<file path="src/rtl/rcvc_requester_pkg.sv">
// Shared router definitions: output port codes, per-VC state encoding and
// the default mesh coordinate width.
package rcvc_requester_pkg;

  localparam int COORD_W   = 4;
  localparam int NUM_PORTS = 5;
  localparam int STATE_W   = 2;

  localparam logic [2:0] PORT_LOCAL = 3'd0;
  localparam logic [2:0] PORT_EAST  = 3'd1;
  localparam logic [2:0] PORT_WEST  = 3'd2;
  localparam logic [2:0] PORT_NORTH = 3'd3;
  localparam logic [2:0] PORT_SOUTH = 3'd4;

  typedef enum logic [STATE_W-1:0] {
    VC_IDLE    = 2'd0,
    VC_RC_WAIT = 2'd1,
    VC_VA_WAIT = 2'd2,
    VC_ACTIVE  = 2'd3
  } vc_state_e;

  // Width of a downstream VC index; at least one bit even for a single VC.
  function automatic int ovc_width(input int n);
    return (n > 1) ? $clog2(n) : 1;
  endfunction

endpackage

</file>
<file path="src/rtl/rcvc_requester_vc.sv">
// One input VC's request sequencer: head -> route computation -> downstream
// VC allocation -> active until the tail departs. All outputs are registered.
//
// Handshake semantics: grants (rc_en / vc_en) and pulses (head_valid /
// tail_done) are single-cycle strobes sampled on posedge clk; a strobe that
// arrives in a state that does not expect it is dropped, never remembered.
module rcvc_requester_vc
  import rcvc_requester_pkg::*;
#(
  parameter int no_ovc = 4,
  parameter int addr_w = COORD_W,
  parameter int cur_x  = 0,
  parameter int cur_y  = 0,
  parameter int ovc_w  = ovc_width(no_ovc)
) (
  input  logic                   clk,
  input  logic                   rs,
  input  logic                   head_valid,
  input  logic [2*addr_w-1:0]    dest,
  input  logic                   tail_done,
  input  logic                   rc_en,
  input  logic                   vc_en,
  input  logic [5*no_ovc-1:0]    out_vc_free,
  output logic                   handshake,
  output logic                   rc_done,
  output logic                   vc_done,
  output logic [2:0]             route,
  output logic [ovc_w-1:0]       ovc,
  output logic                   active,
  output logic                   claim_valid,
  output logic [2:0]             claim_port,
  output logic [ovc_w-1:0]       claim_ovc,
  output logic [STATE_W-1:0]     state
);

  localparam logic [addr_w-1:0] CUR_X_C = addr_w'(cur_x);
  localparam logic [addr_w-1:0] CUR_Y_C = addr_w'(cur_y);

  vc_state_e          r_state;
  logic               r_handshake;
  logic               r_rc_done;
  logic               r_vc_done;
  logic [2:0]         r_route;
  logic [ovc_w-1:0]   r_ovc;
  logic               r_active;
  logic               r_claim_valid;
  logic [2:0]         r_claim_port;
  logic [ovc_w-1:0]   r_claim_ovc;

  logic [no_ovc-1:0]  w_port_free;
  logic [ovc_w:0]     w_pick;

  // Dimension-ordered routing: resolve X first, then Y, unsigned compares.
  function automatic logic [2:0] xy_route(input logic [2*addr_w-1:0] d);
    logic [addr_w-1:0] dx;
    logic [addr_w-1:0] dy;
    dx = d[2*addr_w-1:addr_w];
    dy = d[addr_w-1:0];
    if (dx > CUR_X_C)      return PORT_EAST;
    else if (dx < CUR_X_C) return PORT_WEST;
    else if (dy > CUR_Y_C) return PORT_NORTH;
    else if (dy < CUR_Y_C) return PORT_SOUTH;
    else                   return PORT_LOCAL;
  endfunction

  // Lowest-index free VC; MSB of the result is the hit flag.
  function automatic logic [ovc_w:0] pick_free(input logic [no_ovc-1:0] v);
    logic [ovc_w:0] r;
    r = '0;
    for (int k = no_ovc - 1; k >= 0; k--) begin
      if (v[k]) r = {1'b1, ovc_w'(k)};
    end
    return r;
  endfunction

  // Select the free flags of the output port this VC was routed to.
  always_comb begin
    w_port_free = '0;
    for (int p = 0; p < NUM_PORTS; p++) begin
      if (r_route == 3'(p)) w_port_free = out_vc_free[p*no_ovc +: no_ovc];
    end
  end

  assign w_pick = pick_free(w_port_free);

  // Per-VC state machine with registered pulse and hold outputs.
  always_ff @(posedge clk or negedge rs) begin
    if (!rs) begin
      r_state       <= VC_IDLE;
      r_handshake   <= 1'b0;
      r_rc_done     <= 1'b0;
      r_vc_done     <= 1'b0;
      r_route       <= '0;
      r_ovc         <= '0;
      r_active      <= 1'b0;
      r_claim_valid <= 1'b0;
      r_claim_port  <= '0;
      r_claim_ovc   <= '0;
    end else begin
      r_handshake   <= 1'b0;
      r_rc_done     <= 1'b0;
      r_vc_done     <= 1'b0;
      r_claim_valid <= 1'b0;
      r_claim_port  <= '0;
      r_claim_ovc   <= '0;
      case (r_state)
        VC_IDLE: begin
          if (head_valid) begin
            r_state     <= VC_RC_WAIT;
            r_handshake <= 1'b1;
          end
        end
        VC_RC_WAIT: begin
          if (rc_en) begin
            r_route   <= xy_route(dest);
            r_rc_done <= 1'b1;
            r_state   <= VC_VA_WAIT;
          end
        end
        VC_VA_WAIT: begin
          // No free downstream VC: stay put and wait for a later re-grant.
          if (vc_en && w_pick[ovc_w]) begin
            r_ovc         <= w_pick[ovc_w-1:0];
            r_vc_done     <= 1'b1;
            r_claim_valid <= 1'b1;
            r_claim_port  <= r_route;
            r_claim_ovc   <= w_pick[ovc_w-1:0];
            r_active      <= 1'b1;
            r_state       <= VC_ACTIVE;
          end
        end
        VC_ACTIVE: begin
          // A head arriving with the tail is dropped; the buffer re-presents it.
          if (tail_done) begin
            r_active <= 1'b0;
            r_state  <= VC_IDLE;
          end
        end
        default: r_state <= VC_IDLE;
      endcase
    end
  end

  assign handshake   = r_handshake;
  assign rc_done     = r_rc_done;
  assign vc_done     = r_vc_done;
  assign route       = r_route;
  assign ovc         = r_ovc;
  assign active      = r_active;
  assign claim_valid = r_claim_valid;
  assign claim_port  = r_claim_port;
  assign claim_ovc   = r_claim_ovc;
  assign state       = r_state;

endmodule

</file>
<file path="src/rtl/rcvc_requester.sv">
// Route-compute / VC-allocation requester: one independent sequencer per
// input VC. The arbiter grants one VC at a time, so at most one claim is
// live per cycle and the per-VC claims are merged by OR.
module rcvc_requester
  import rcvc_requester_pkg::*;
#(
  parameter int no_vc  = 12,
  parameter int no_ovc = 4,
  parameter int addr_w = COORD_W,
  parameter int cur_x  = 0,
  parameter int cur_y  = 0,
  parameter int ovc_w  = ovc_width(no_ovc)
) (
  input  logic                      clk,
  input  logic                      rs,
  input  logic [no_vc-1:0]          head_valids,
  input  logic [no_vc*2*addr_w-1:0] dests,
  input  logic [no_vc-1:0]          tail_dones,
  input  logic [no_vc-1:0]          rc_ens,
  input  logic [no_vc-1:0]          vc_ens,
  input  logic [5*no_ovc-1:0]       out_vc_free,
  output logic [no_vc-1:0]          handshakes,
  output logic [no_vc-1:0]          rc_dones,
  output logic [no_vc-1:0]          vc_dones,
  output logic [3*no_vc-1:0]        routes,
  output logic [no_vc*ovc_w-1:0]    ovcs,
  output logic [no_vc-1:0]          actives,
  output logic                      claim_valid,
  output logic [2:0]                claim_port,
  output logic [ovc_w-1:0]          claim_ovc,
  output logic [no_vc*STATE_W-1:0]  dbg_states
);

  logic [no_vc-1:0] w_cv;
  logic [2:0]       w_cp [no_vc];
  logic [ovc_w-1:0] w_co [no_vc];

  for (genvar g = 0; g < no_vc; g++) begin : g_vc
    rcvc_requester_vc #(
      .no_ovc (no_ovc),
      .addr_w (addr_w),
      .cur_x  (cur_x),
      .cur_y  (cur_y),
      .ovc_w  (ovc_w)
    ) u_vc (
      .clk         (clk),
      .rs          (rs),
      .head_valid  (head_valids[g]),
      .dest        (dests[g*2*addr_w +: 2*addr_w]),
      .tail_done   (tail_dones[g]),
      .rc_en       (rc_ens[g]),
      .vc_en       (vc_ens[g]),
      .out_vc_free (out_vc_free),
      .handshake   (handshakes[g]),
      .rc_done     (rc_dones[g]),
      .vc_done     (vc_dones[g]),
      .route       (routes[g*3 +: 3]),
      .ovc         (ovcs[g*ovc_w +: ovc_w]),
      .active      (actives[g]),
      .claim_valid (w_cv[g]),
      .claim_port  (w_cp[g]),
      .claim_ovc   (w_co[g]),
      .state       (dbg_states[g*STATE_W +: STATE_W])
    );
  end

  // Merge the (at most one) per-VC claim onto the shared claim bus.
  always_comb begin
    claim_valid = 1'b0;
    claim_port  = '0;
    claim_ovc   = '0;
    for (int i = 0; i < no_vc; i++) begin
      claim_valid = claim_valid | w_cv[i];
      claim_port  = claim_port  | w_cp[i];
      claim_ovc   = claim_ovc   | w_co[i];
    end
  end

endmodule

</file>
<file path="config.mk">
export PLATFORM = sky130hd
export DESIGN_NAME = rcvc_requester
export DESIGN_NICKNAME = d
export VERILOG_FILES = /design/src/rtl/rcvc_requester_pkg.sv /design/src/rtl/rcvc_requester_vc.sv /design/src/rtl/rcvc_requester.sv
export SDC_FILE = /design/constraint.sdc
export NUM_CORES = 1
export LEC_CHECK = 0
export BUFFER_PORTS_ARGS = -buffer_cell sky130_fd_sc_hd__clkbuf_2
export CORE_AREA = 4 4 153 155
export DETAILED_ROUTE_END_ITERATION = 8
export DIE_AREA = 0 0 157 159
export PLACE_DENSITY = 0.71
export SLEW_MARGIN = 30
export SYNTH_ARGS = -nofsm -noshare
export SYNTH_HDL_FRONTEND = slang
export SYNTH_SLANG_ARGS = --single-unit
</file>
<file path="constraint.sdc">
create_clock -name clk -period 2.5 [get_ports clk]
set_input_delay 0 -clock clk [delete_from_list [all_inputs] [get_ports clk]]
set_output_delay 0 -clock clk [all_outputs]
set_load 0.02 [all_outputs]
</file>
### After elaboration in Yosys (flattened, before gate mapping)

Cells that the tools add are included.

| storage, ports and cells | value |
|---|---|
| bits in registers | 192 |
| output and inout port bits | 138 |

| cells by class | value |
|---|---|
| bitwise logic cells | 33 |
| $lt $le $gt $ge | 48 |
| reductions and logical operators | 96 |
| mux-type cells | 372 |
| equal/unequal tests | 132 |

Operators with widths:

| kind | number |
|---|---|
| two-way mux 3 bit | 120 |
| two-way mux 4 bit | 60 |
| two-way mux 2 bit | 72 |
| > comparator 4 x 1 -> 1 bit (second input constant) | 24 |
| < comparator 4 x 1 -> 1 bit (second input constant) | 24 |
| two-way mux 1 bit | 96 |
| case mux 2 bit (4 select lines) | 12 |
| == test 3 x 2 -> 1 bit (second input constant) | 24 |
| inequality test 2 bit (second input constant) | 36 |
| == test 2 bit (second input constant) | 24 |
| AND reduction 2 bit | 24 |
| AND reduction 4 bit | 12 |
| == test 3 x 1 -> 1 bit (second input constant) | 12 |
| == test 3 bit (second input constant) | 12 |
| zero test 3 bit | 12 |
| AND reduction 3 bit | 12 |
| bitwise OR 3 bit | 11 |
| == test 2 x 1 -> 1 bit (second input constant) | 12 |
| zero test 2 bit | 12 |
| inequality test 2 x 1 -> 1 bit (second input constant) | 12 |
| case mux 1 bit (2 select lines) | 12 |
| nonzero test 2 bit | 12 |
| bitwise OR 2 bit | 11 |
| logical AND 1 bit | 12 |
| bitwise OR 1 bit | 11 |

### Longest topological paths before layout

| logic depth | value |
|---|---|
| depth after elaboration | 13 |
| mapped depth | 6 |
| depth with buffers taken out | 6 |

### By module

A second synthesis with hierarchy kept.

| unflattened totals | value |
|---|---|
| cell total of the unflattened synthesis | 804 |
| area total of the unflattened synthesis | 9,781.9 um2 |

Modules (own cells, without submodules):

| module | area an instance (um2) | instances | cells each |
|---|---|---|---|
| rcvc_requester_vc | 803.3 | 12 | 65 |
| rcvc_requester | 142.6 | 1 | 24 |

### Least setup slack after synthesis

Ideal clock, no wire load.

| path | value |
|---|---|
| path type | register to register |
| start point | reg g_vc[11].u_vc.r_route[0] |
| end point | reg g_vc[11].u_vc.r_active |
| setup slack | 0.313 ns |
| arrival time | 2.066 ns |
| period minus slack after synthesis | 2.187 ns |
| stages on the path, launching flop included | 6 |
| cells stage by stage | dfrtp_1 -> buf_6 -> mux4_2 -> o41ai_4 -> mux2_1 -> a22o_1 |

| between the ends | value |
|---|---|
| word-level cells in the longest chain between the ends | 13 |

Ends and longest elaborated chain:

| what | line | RTL |
|---|---|---|
| start, declared | rcvc_requester_vc.sv:43 | `logic [2:0] r_route;` |
| start signal, assigned | rcvc_requester_vc.sv:115 | `r_route <= xy_route(dest);` |
| zero test 3 bit | rcvc_requester_vc.sv:80 | `if (r_route == 3'(p)) w_port_free = out_vc_free[p*no_ovc +: no_ovc];` |
| two-way mux 4 bit (4 in series) | rcvc_requester_vc.sv:80 |  |
| two-way mux 4 bit (*) | rcvc_requester_vc.sv:80 |  |
| two-way mux 3 bit (3 in series) | rcvc_requester_vc.sv:71 | `if (v[k]) r = {1'b1, ovc_w'(k)};` |
| two-way mux 3 bit (*) | rcvc_requester_vc.sv:71 |  |
| logical AND 1 bit (*) | rcvc_requester_vc.sv:122 | `if (vc_en && w_pick[ovc_w]) begin` |
| inequality test 2 x 1 -> 1 bit (no source line) (*) | n/a |  |
| AND reduction 3 bit (no source line) (*) | n/a |  |
| end signal, assigned | rcvc_requester_vc.sv:95 | `r_active <= 1'b0;` |
| end signal, assigned | rcvc_requester_vc.sv:128 | `r_active <= 1'b1;` |
| end signal, assigned | rcvc_requester_vc.sv:135 | `r_active <= 1'b0;` |
| end, declared | rcvc_requester_vc.sv:45 | `logic r_active;` |

Mark *: on every way between the ends. The rest lies on a longest branch, timed or not.
A chain may end at the register's enable or synchronous reset.

### Final worst setup path

| path | value |
|---|---|
| start point | reg g_vc[1].u_vc.r_route[1] |
| end point | reg g_vc[1].u_vc.r_active |

| between the ends | value |
|---|---|
| word-level cells in the longest chain between the ends | 13 |

Ends and longest elaborated chain:

| what | line |
|---|---|
| start, declared | rcvc_requester_vc.sv:43 |
| start signal, assigned | rcvc_requester_vc.sv:115 |
| zero test 3 bit | rcvc_requester_vc.sv:80 |
| two-way mux 4 bit (4 in series) | rcvc_requester_vc.sv:80 |
| two-way mux 4 bit (*) | rcvc_requester_vc.sv:80 |
| two-way mux 3 bit (3 in series) | rcvc_requester_vc.sv:71 |
| two-way mux 3 bit (*) | rcvc_requester_vc.sv:71 |
| logical AND 1 bit (*) | rcvc_requester_vc.sv:122 |
| inequality test 2 x 1 -> 1 bit (no source line) (*) | n/a |
| AND reduction 3 bit (no source line) (*) | n/a |
| end signal, assigned | rcvc_requester_vc.sv:95 |
| end signal, assigned | rcvc_requester_vc.sv:128 |
| end signal, assigned | rcvc_requester_vc.sv:135 |
| end, declared | rcvc_requester_vc.sv:45 |

Marks and branches as above.

==> impl_metrics.csv <==
group,metric,value,unit
run_status,run_status,"finished, final reports clean",
sta,timing.final.crit_share,96.75,%
flow_run,cap_viol_max_count,0,
logic_synthesis,ys.warnings.count,0,
logic_synthesis,post-synth-top-area-cell,"dfrtp_1",
clock_tree,cts_max_level,4,
power,vdd.ir_drop.worst,0.0006035,V
clock_tree,tritoncts.num_buffers,17,
logic_synthesis,synthArstFlopShare,100.0,%
sta,max_slew_margin,54.88,%
floorplanning,die_y,159,microns
placed_design,dp_hpwl,19.65,mm
route,drtPass1Iterations,5,
logic_synthesis,yosys-top-cells-count,"168 x dfrtp_1, 83 x inv_1, 63 x nor2_1",
route,totalWireLength,28.49,mm
worst_setup_path,slowest_stage,"mux4_2",
clock_tree,numClockSinks,168,
worst_setup_path,critPathArrivalTime,2780,ps
global_routing,wire_length_of_the_first_global_routing_pass,44.00,mm
logic_synthesis,average_cell_area_after_synthesis,11.48,sq um
route,drc_errors,0,
logic_synthesis,post_synth_instance_area,0.009736,sq mm
sta,final.setup_skew,9.406,ps
clock_tree,clock_insertion_delay_worst_skew,430,ps
clock_tree,cts_root_buf,"clkbuf_16",
global_routing,globalRouteOverflowTotal,0,
worst_setup_path,worstPathMaxFanout,7,
route,detailed_route_wire_length_per_cell,19.24,microns
worst_setup_path,critical_path.cell_chain,"mux4_2 > o41ai_2 > a21boi_0 > dlygate4sd3_1 > o21ai_1",
logic_synthesis,flip_flop_and_latch_count_after_synthesis,168,
worst_setup_path,cp_data_required_time,2860,ps
global_routing,grt_start_max_net_pins,68,
finish,stdcell_area,0.01270,sq mm
floorplanning,std_cell_rows,54,
floorplanning,fp.dieW,157,microns
sta,fmax,0.4134,GHz
floorplanning,floorplan.core_area,0.02182,sq mm
worst_setup_path,criticalPathCategory,"flip-flop to flip-flop",
sta,worst-slew-pin-transition,670.6,ps
global_routing,globalRouteTotalUtil,22.87,%
sta,setup_viol,0,
sta,hold_violations,0,
global_routing,grt_antenna_before_repair,0,
floorplanning,design.portCount,304,
finish,areaGrowthSynthToFinish,30.47,%
worst_hold_path,min-delay-path-class,"input port to async pin",
logic_synthesis,edff_count_synth,0,
placed_design,placement.cell_area,0.01090,sq mm
logic_synthesis,postSynth.topFlopCell,"dfrtp_1",
worst_setup_path,timing.critical_path.from_type,"flip-flop",
global_routing,grt_pass1_vias,8088,
finish,finish.net_count,1414,
placed_design,finalWeightedCongestion,0.8277,
power,cellPowerDensity,1019,mW/mm^2
power,post-layout-total-power,12.94,mW
logic_synthesis,yosysSeqAreaShare,43.18,%
logic_synthesis,yosysMostFrequentCell,"dfrtp_1",
sta,period_minus_slack,2419,ps
placed_design,numPortBuffers,286,
sta,finalSetupTns,0,ps
route,drt.antenna.violating_nets,0,
power,cellLeakagePower,6.222,nW
worst_setup_path,critPathCaptureType,"flip-flop",
clock_tree,cts-root-to-sink-buffers,2,
logic_synthesis,yosys.cell_types.count,37,
logic_synthesis,synthCells,848,
finish,num_antenna_cells,0,
route,via_count,7927,
logic_synthesis,netlist.area_leader.share,43.18,%
route,vias_per_cell,5.352,
sta,rsz0062_at_grt,"no",
sta,maxSlewViolCount,0,
finish,fraction_of_final_layout_cells_sized_beyond_drive_strength_1,33.47,%
floorplanning,initial_utilization,44.61,%
clock_tree,worst_setup_hold_path_clk_slew,70,ps
logic_synthesis,ys_top_cells_by_area,"dfrtp_1 43%, mux4_2 10%, ha_1 7.7%, buf_4 4.7%, and2_1 3.5%",
worst_setup_path,worst_path_largest_cell_delay,610,ps
route,drt-initial-drc-count,416,
floorplanning,dieArea,0.02496,sq mm
clock_tree,tritoncts_clock_tree,"yes",
[cell families after synthesis]
group / after synthesis / synth area share, %
and+or+nand+nor: 239 / 12.79
adders and majority gates: 60 / 7.711
buffers and inverters: 184 / 10.60
DFF: 168 / 43.18
AOI/OAI and AO/OA: 131 / 12.08
other: 1 / 0.03852
muxes: 65 / 13.60
[layout make-up]
class | count | area, sq um
sequential | 168 | 4208
fill | 1779 | 9121
tap | 280 | 350.3
timing repair buffer | 410 | 2676
multi-input combinational | 508 | 4556
clock inverter | 10 | 116.4
clock buffer | 22 | 484.2
inverter | 83 | 311.5
[timing repair]
action	4_1_cts	5_1_grt
setup endpoints to repair	0	3
endpoints found under the hold margin	209	0
hold buffers	118	0
resized for setup	0	4
buffers inserted	0	1
[cell usage in the layout, fill, tap and decap left out, types with 13 or more instances in the layout]
master / Yosys / layout
and2_1: 54 / 54
clkbuf_16: 0 / 17
clkbuf_2: 0 / 285
conb_1: 1 / 13
dfrtp_1: 168 / 165
dlygate4sd3_1: 0 / 118
ha_1: 60 / 60
inv_1: 83 / 83
mux4_2: 45 / 45
nand2_1: 29 / 29
nor2_1: 63 / 63
nor4_1: 51 / 51
o22ai_1: 15 / 15
[routing by layer]
layer	global-route usage (%)	vias up	routed length, microns
met5	0	-	0
met4	7.456	0	755
met3	5.355	63	1985
met2	38.47	315	14270
met1	29.10	3894	11480
li1	-	3655	-
[worst max-delay path, delay by kind of cell, from the launching register on]
family                 cells  cell delay, ps
AO/OA/AOI/OAI              3             660
flip-flops                 1             520
buffers and inverters      1             560
multiplexers               1             610
[where the power goes]
| group | internal, mW | switching (mW) |
|---|---|---|
| Combinational | 2.57 | 3.40 |
| Clock | 1.58 | 1.10 |
| Sequential | 3.54 | 0.754 |
| Total | 7.69 | 5.26 |
[per-stage QoR]
step	instances	utilization, %	worst slack [ps]	hold slack, ps
floorplan	860	-	312.7	-295.6
global placement	1330	49.94	329.8	-26.67
detailed placement	1330	49.94	286.5	-25.35
CTS	1480	58.10	28.09	79.05
global route	1481	58.20	9.691	94.68
finish	1481	58.20	81.15	56.17
[registers in the layout, summed over array words and instances (netlist names)]
| register | flops |
|---|---|
| g_vc.u_vc.vc_done | 10 |
| g_vc.u_vc.claim_valid | 2 |
| g_vc.u_vc.active | 12 |
| g_vc.u_vc.ovc | 24 |
| g_vc.u_vc.rc_done | 12 |
| g_vc.u_vc.route | 24 |
| g_vc.u_vc.claim_ovc | 24 |
| g_vc.u_vc.state | 24 |
| g_vc.u_vc.handshake | 12 |
| g_vc.u_vc.claim_port | 24 |
[worst paths after layout]
path                                              startpoint                                  end  slack, ps  cells after the start
max                        g_vc[1].u_vc.route[1]$_DFFE_PN0P_      g_vc[1].u_vc.active$_DFFE_PN0P_         80                      5
min                                                       rs       g_vc[3].u_vc.rc_done$_DFF_PN0_         60                      2
max reg2reg                g_vc[1].u_vc.route[1]$_DFFE_PN0P_      g_vc[1].u_vc.active$_DFFE_PN0P_         80                      5
min reg2reg                  g_vc[9].u_vc.ovc[1]$_DFFE_PN0P_      g_vc[9].u_vc.ovc[1]$_DFFE_PN0P_        490                      1
max in group asynchronous                                 rs  g_vc[0].u_vc.claim_ovc[0]$_DFF_PN0_       1660                      3
min in group clk                             head_valids[11]    g_vc[11].u_vc.handshake$_DFF_PN0_        330                      3
(Power assumes the default switching activity.)
